File: src/rtl/lut_layer_pipe.sv
// Pipelined layer of LUT neurons with a fixed input connectivity map and
// run-time writable truth tables; one register stage, valid/ready on both sides.
module lut_layer_pipe #(
   parameter int IN_WIDTH = 12,
   parameter int NEURONS  = 2,
   parameter int FANIN    = 6,
   parameter int OUT_BITS = 1,
   parameter int IDX_W    = 4,
   parameter logic [NEURONS*FANIN*IDX_W-1:0] CONN = 48'hBA98_7654_3210,
   parameter int CFG_W    = (NEURONS > 1) ? $clog2(NEURONS) : 1
) (
   input  logic                         clk,
   input  logic                         rst,
   input  logic                         in_valid,
   output logic                         in_ready,
   input  logic [IN_WIDTH-1:0]          in_data,
   output logic                         out_valid,
   input  logic                         out_ready,
   output logic [NEURONS*OUT_BITS-1:0]  out_data,
   input  logic                         cfg_req,
   output logic                         cfg_ack,
   input  logic                         cfg_we,
   input  logic [CFG_W-1:0]             cfg_neuron,
   input  logic [FANIN-1:0]             cfg_entry,
   input  logic [OUT_BITS-1:0]          cfg_data
);

   localparam int DEPTH = 2**FANIN;
   localparam logic [CFG_W:0] NEURONS_L = NEURONS[CFG_W:0];

   typedef enum logic [1:0] {
      ST_RUN   = 2'd0,
      ST_DRAIN = 2'd1,
      ST_CFG   = 2'd2
   } state_t;

   state_t                       state_q, state_d;
   logic                         out_valid_q, out_valid_d;
   logic [NEURONS*OUT_BITS-1:0]  out_data_q, out_data_d;
   logic                         cfg_ack_q, cfg_ack_d;
   logic [OUT_BITS-1:0]          lut_q [NEURONS][DEPTH];
   logic [OUT_BITS-1:0]          lut_d [NEURONS][DEPTH];

   logic [FANIN-1:0]             addr_s [NEURONS];
   logic [NEURONS*OUT_BITS-1:0]  lookup_s;
   logic                         fire_s;
   logic                         wr_en_s;

   // Gather each neuron's address bits through the connectivity map and read its table.
   always_comb begin
      lookup_s = '0;
      for (int k = 0; k < NEURONS; k++) begin
         addr_s[k] = '0;
         for (int j = 0; j < FANIN; j++) begin
            addr_s[k][j] = in_data[CONN[(k*FANIN+j)*IDX_W +: IDX_W]];
         end
         lookup_s[k*OUT_BITS +: OUT_BITS] = lut_q[k][addr_s[k]];
      end
   end

   // Handshake, datapath next state and table writes.
   always_comb begin
      in_ready    = (state_q == ST_RUN) && !cfg_req && (!out_valid_q || out_ready) && !rst;
      fire_s      = in_valid && in_ready;
      out_valid_d = out_valid_q;
      out_data_d  = out_data_q;
      if (fire_s) begin
         out_valid_d = 1'b1;
         out_data_d  = lookup_s;
      end else if (out_ready) begin
         out_valid_d = 1'b0;
      end else begin
         out_valid_d = out_valid_q;
      end

      // Out-of-range neuron indices fall through without touching any table.
      wr_en_s = cfg_ack_q && cfg_we && ({1'b0, cfg_neuron} < NEURONS_L);
      lut_d   = lut_q;
      if (wr_en_s) begin
         lut_d[cfg_neuron][cfg_entry] = cfg_data;
      end else begin
         lut_d = lut_q;
      end
   end

   // Mode FSM: RUN streams, DRAIN empties the output stage, CFG opens the tables.
   always_comb begin
      state_d = state_q;
      case (state_q)
         ST_RUN: begin
            if (cfg_req) begin
               state_d = out_valid_q ? ST_DRAIN : ST_CFG;
            end else begin
               state_d = ST_RUN;
            end
         end
         ST_DRAIN: begin
            if (!cfg_req) begin
               state_d = ST_RUN;
            end else if (!out_valid_q) begin
               state_d = ST_CFG;
            end else begin
               state_d = ST_DRAIN;
            end
         end
         ST_CFG: begin
            if (!cfg_req) begin
               state_d = ST_RUN;
            end else begin
               state_d = ST_CFG;
            end
         end
         default: state_d = ST_RUN;
      endcase
      cfg_ack_d = (state_d == ST_CFG);
   end

   // State registers; reset also wipes every table entry.
   always_ff @(posedge clk) begin
      if (rst) begin
         state_q     <= ST_RUN;
         out_valid_q <= 1'b0;
         out_data_q  <= '0;
         cfg_ack_q   <= 1'b0;
         for (int k = 0; k < NEURONS; k++) begin
            for (int e = 0; e < DEPTH; e++) begin
               lut_q[k][e] <= '0;
            end
         end
      end else begin
         state_q     <= state_d;
         out_valid_q <= out_valid_d;
         out_data_q  <= out_data_d;
         cfg_ack_q   <= cfg_ack_d;
         lut_q       <= lut_d;
      end
   end

   assign out_valid = out_valid_q;
   assign out_data  = out_data_q;
   assign cfg_ack   = cfg_ack_q;

endmodule

File: config.mk
export PLATFORM = sky130hd
export DESIGN_NAME = lut_layer_pipe
export DESIGN_NICKNAME = d
export VERILOG_FILES = /design/src/rtl/lut_layer_pipe.sv
export SDC_FILE = /design/constraint.sdc
export NUM_CORES = 1
export LEC_CHECK = 0
export ABC_AREA = 1
export CORE_ASPECT_RATIO = 1.1
export CORE_MARGIN = 2
export CORE_UTILIZATION = 45
export DETAILED_ROUTE_END_ITERATION = 6
export GPL_TIMING_DRIVEN = 0
export HOLD_SLACK_MARGIN = 0.12
export PLACE_DENSITY_LB_ADDON = 0.3
export SLEW_MARGIN = 20
export SYNTH_ARGS = -nofsm -noshare
export SYNTH_HDL_FRONTEND = slang
export SYNTH_SLANG_ARGS = --single-unit
File: constraint.sdc
create_clock -name clk -period 1.7 [get_ports clk]
set_input_delay 0.255 -clock clk [delete_from_list [all_inputs] [get_ports clk]]
set_output_delay 0.255 -clock clk [all_outputs]
set_load 0.05 [all_outputs]
# Word level (Yosys, flattened, before mapping)
# Cells that the tools add are included.
# op_classes
n_lt_le_gt_ge	6
mux	17
reduce_logical	14
eq_ne	3
n_bitwise	4
# ops
operator	n
$bwmux 128	1
$demux 64 s1	1
$mux 64	1
$ge 7x7->1 const B	3
$not 6->7	3
$bmux 1 s6	2
$logic_and 1x1->1	7
$lt 7x1->1 const B	1
$mux 1	7
$demux 1 s6	1
$mux 2	3
$eq 2x2->1 const B	2
$pmux 2 s2	1
$logic_not 1->1	3
$eq 2x1->1 const B	1
$ge 2x2->1 const B	1
$logic_not 2->1	1
$lt 2x1->1 const B	1
$not 1->2	1
$reduce_bool 2->1	1
$reduce_or 2->1	1
$logic_or 1x1->1	1
# totals
out_inout_bits	5
regBits	134

# Longest topological paths before layout
# depth
depth_word	8
mapped_depth	13
mapped_depth_nobuf	11

# Least setup slack after synthesis
# No wires, ideal clock.
# synth_path
path_type	register to register
from	register out_valid_q (netlist: out_valid)
to	register out_data_q[0] (netlist: out_data[0])
path_slack_ps	-1034
path_buffers	0
t_arrival_ps	2678
stages_incl_launch_ff	10
cell_sequence	dfxtp_1 > inv_1 > nor2_1 > nor4_1 > nand2_1 > inv_1 > nor2_1 > nor2_1 > nand2_1 > inv_1
# synth_between
elab_chain_len	5
# synth_lines
item	line_no	source
start, declared	38	logic out_valid_q, out_valid_d;
start signal, assigned	132	out_valid_q <= out_valid_d;
$logic_not 1->1	-	
$logic_or 1x1->1	63	in_ready = (state_q == ST_RUN) && !cfg_req && (!out_valid_q || out_ready) && !rst;
$logic_and 1x1->1 (2 in series)	63	
net in_ready	15	output logic in_ready,
$logic_and 1x1->1	64	fire_s = in_valid && in_ready;
end signal, assigned	133	out_data_q <= out_data_d;
end, declared	39	logic [NEURONS*OUT_BITS-1:0] out_data_q, out_data_d;
# The timed path passes the listed nets, and every way through them passes these cells.
# A chain may end at the register's enable or synchronous reset.

# Worst setup path in the final report
# layout_path
from	input port cfg_entry[5]
to	register lut_q[84] (netlist name)
# layout_between
elab_chain_len	8
# layout_lines
item	line_no	source
start, declared	24	input logic [FANIN-1:0] cfg_entry,
$not 6->7 (implied by the code) *	80	lut_d[cfg_neuron][cfg_entry] = cfg_data;
$ge 7x7->1 (implied by the code) / $lt 7x1->1 (equally long branches)	80	
$logic_and 1x1->1 (implied by the code)	80	
$mux 1 (implied by the code)	80	
$demux 1 s6 *	80	
$mux 64 (implied by the code) *	80	
$demux 64 s1 *	80	
$bwmux 128 *	80	
end signal, assigned	135	lut_q <= lut_d;
end, declared	41	logic [OUT_BITS-1:0] lut_q [NEURONS][DEPTH];
# Every way passes the cells marked *; elsewhere a longest branch is shown, timed or not.

==> impl_metrics.csv <==
group,metric,value,unit
timing,setup_ws,95.2,ps
logic_synthesis,synth.avg_cell_area,6.42,um2
cts,clkTransAtPathRegs,60,ps
setup_path,max_stage_delay,340,ps
cts,cts_inserted_buffers,17,
placed_design,place_ws,-865,ps
die,start_util,45.9,%
logic_synthesis,ys_seq_elements,134,
placed_design,place.gp.congestion,1.03,
global_route,grt_max_degree,17,
timing,worst_pin_slew,764,ps
setup_path,cp_data_arrival_time,1950,ps
timing,rsz0062_at_grt,"false",
run,maxCapViolCount,0,
placed_design,place.port_buffers,22,
layout,nets,1147,
power_and_ir_drop,peakVddDrop,0.000780,V
power_and_ir_drop,cellPowerDensity,943,nW/um2
timing,fin_crit_sh,94.4,%
layout,diodes,0,
setup_path,crit_path_cell_trace,"dlygate4sd2_1 > inv_2 > nor3_4 > inv_1 > buf_2 > nor2_1 > a21oi_1 > nor3_1",
layout,drive_above_1_share,10.8,%
cts,cts-root-buf,"clkbuf_16",
cts,hold_buffers,0,
die,die_area,16400,um2
power_and_ir_drop,p_leak,2.64,nW
global_route,antenna_found_initial,0,
run_status,outcome,"finished with violations",
setup_path,criticalPathCategory,"in2reg",
route,drtIter0Drc,1043,
timing,setup_violations,0,
global_route,grt_pass1_wl,40.5,mm
setup_path,crit_slowest_cell,"dlygate4sd2_1",
die,core,15100,um2
setup_path,start_kind,"primary input",
global_route,grt_busiest_layer,"met2",
placed_design,dp_cells,1296,
logic_synthesis,syn-num-nets,1104,
setup_path,cp.required,2040,ps
layout,stdcell_count,1330,
logic_synthesis,ys_warn_count,0,
route,ant_nets,0,
logic_synthesis,synth.largest_area_cell,"dfxtp_1",
die,dieHeight,134,um
layout,fill_cells,1506,
logic_synthesis,yosysUniqueCellTypes,20,
route,vias_per_cell,6.00,
min_path,min_path_type,"in2reg",
timing,relSlewSlack,49.1,%
die,rows,47,
die,die_x,122,um
logic_synthesis,synth_cells,1078,
placed_design,dp_hpwl,19.5,mm
layout,final_cell_mix,"201 x nand2_1, 178 x nand3_1, 132 x dfxtp_1",
setup_path,cp_top_family,"buffers and inverters",
route,wl,26.5,mm
logic_synthesis,yosysTopAreaCellShare,38.8,%
global_route,met2_usage,48.1,%
cts,clockBufferDepth,2,
route,wl_per_cell,19.9,um
logic_synthesis,syn-cell-area,6920,um2
logic_synthesis,synthTopCellsByArea,"dfxtp_1 39%, nand3_1 13%, nand2_1 11%",
timing,hold_viol,0,
timing,fin_crit,1600,ps
global_route,use_met3,8.12,%
setup_path,endpoint_kind,"register",
timing,clock.fmax,623,MHz
route,vias,7975,
cts,htreeDepth,4,
setup_path,cp_num_buf_inv,4,
route,firstDrtPassIters,7,
logic_synthesis,ys_seq_area_share,38.8,%
setup_path,worst-path-max-fanout,10,
global_route,track_usage,32.9,%
layout,final_common_cell,"nand2_1",
run_status,violations,"design-rule violations",
cts,insertion_delay,440,ps
layout,syn2layout_area_growth,18.3,%
global_route,overflow,0,
global_route,use_met1,43.8,%
timing,drv_slew,0,
route,drc_errors,1,
cts,clock-sinks,134,
timing,fin_worst_skew,5.00,ps
die,io_pins,31,
cts,cts_tree,"done",
global_route,grt_pass1_vias,7063,
-- path summary, 6_finish.rpt --
path	startpoint	end	slack [ps]	cells after the start
hold reg to reg	lut_q[33]	lut_q[33]	450	2
hold / removal	cfg_req	state_q[0]	400	3
setup / recovery	cfg_entry[5]	lut_q[84]	100	8
setup reg to reg	cfg_ack	lut_q[84]	100	6
-- stage by stage --
| step | cell area (um2) | hold WS, ps | total power [W] | TNS, ps | util [%] |
|---|---|---|---|---|---|
| global placement | 7400 | 435 | 0.00388 | -62920 | 49.2 |
| detailed placement | 7400 | 435 | 0.00388 | -64600 | 49.2 |
| finish | 8180 | 395 | 0.00772 | 0 | 54.3 |
| CTS | 8110 | 376 | 0.00765 | 0 | 53.9 |
| global route | 8180 | 423 | 0.00786 | 0 | 54.3 |
| floorplan | 6940 | 389 | 0.00362 | 0 | - |
-- report_power, final --
| part | switching [W] | internal, W | total [W] |
|---|---|---|---|
| sequential | 0.00000647 | 0.00315 | 0.00316 |
| clock | 0.00143 | 0.00242 | 0.00385 |
| combinational | 0.000544 | 0.000169 | 0.000713 |
| total | 0.00198 | 0.00573 | 0.00772 |
-- flip-flops by register name, summed over array words and instances (netlist names) --
register	flops
cfg_ack	1
lut_q	128
out_data	2
out_valid	1
state_q	2
-- cell families (layout without fill, tap and decap cells) --
| family | count (synthesis) | in the layout | share of synthesized area, % |
|---|---|---|---|
| AOI/OAI and AO/OA | 173 | 173 | 12.6 |
| buffers and inverters | 164 | 220 | 9.33 |
| DFF | 134 | 134 | 38.8 |
| and+or+nand+nor | 607 | 607 | 39.3 |
-- metal layers --
metal | vias to the layer above | wire, um
met5 | - | 0
met4 | 0 | 1620
met3 | 104 | 3050
met2 | 558 | 11300
met1 | 3592 | 10500
li1 | 3721 | -
-- worst register-to-register path, stage by stage, from the launching register on --
cell and delay, ps:
dfxtp_2 330, nand2_2 160, nor2_4 190, inv_2 90
clkbuf_2 240, nor4_1 360, nor3_1 100
-- synthesized netlist by cell type, drive strengths merged --
library cell,instances
a21oi,118
buf,25
clkbuf,56
clkinv,1
dfxtp,134
inv,82
nand2,202
nand3,178
nand3b,2
nand4,2
nor2,91
nor3,111
nor4,21
o211ai,1
o21ai,54
-- final cells by class --
cell class	instances	area, um2	share of cell area [%]
Sequential cell	134	2690	32.9
Clock buffer	24	482	5.89
Buffer	81	355	4.34
Tap cell	196	245	3.00
Clock inverter	8	121	1.48
Timing Repair Buffer	24	228	2.78
Multi-Input combinational cell	780	3750	45.8
Inverter	83	313	3.82
-- timing repair --
| item | in CTS | in global routing |
|---|---|---|
| gates resized for setup | 55 | 36 |
| setup buffers | 2 | 0 |
| pin swaps | 2 | 1 |
| gates cloned | 0 | 0 |
| endpoints found under the setup margin | 116 | 81 |
(Power assumes the default switching activity.)
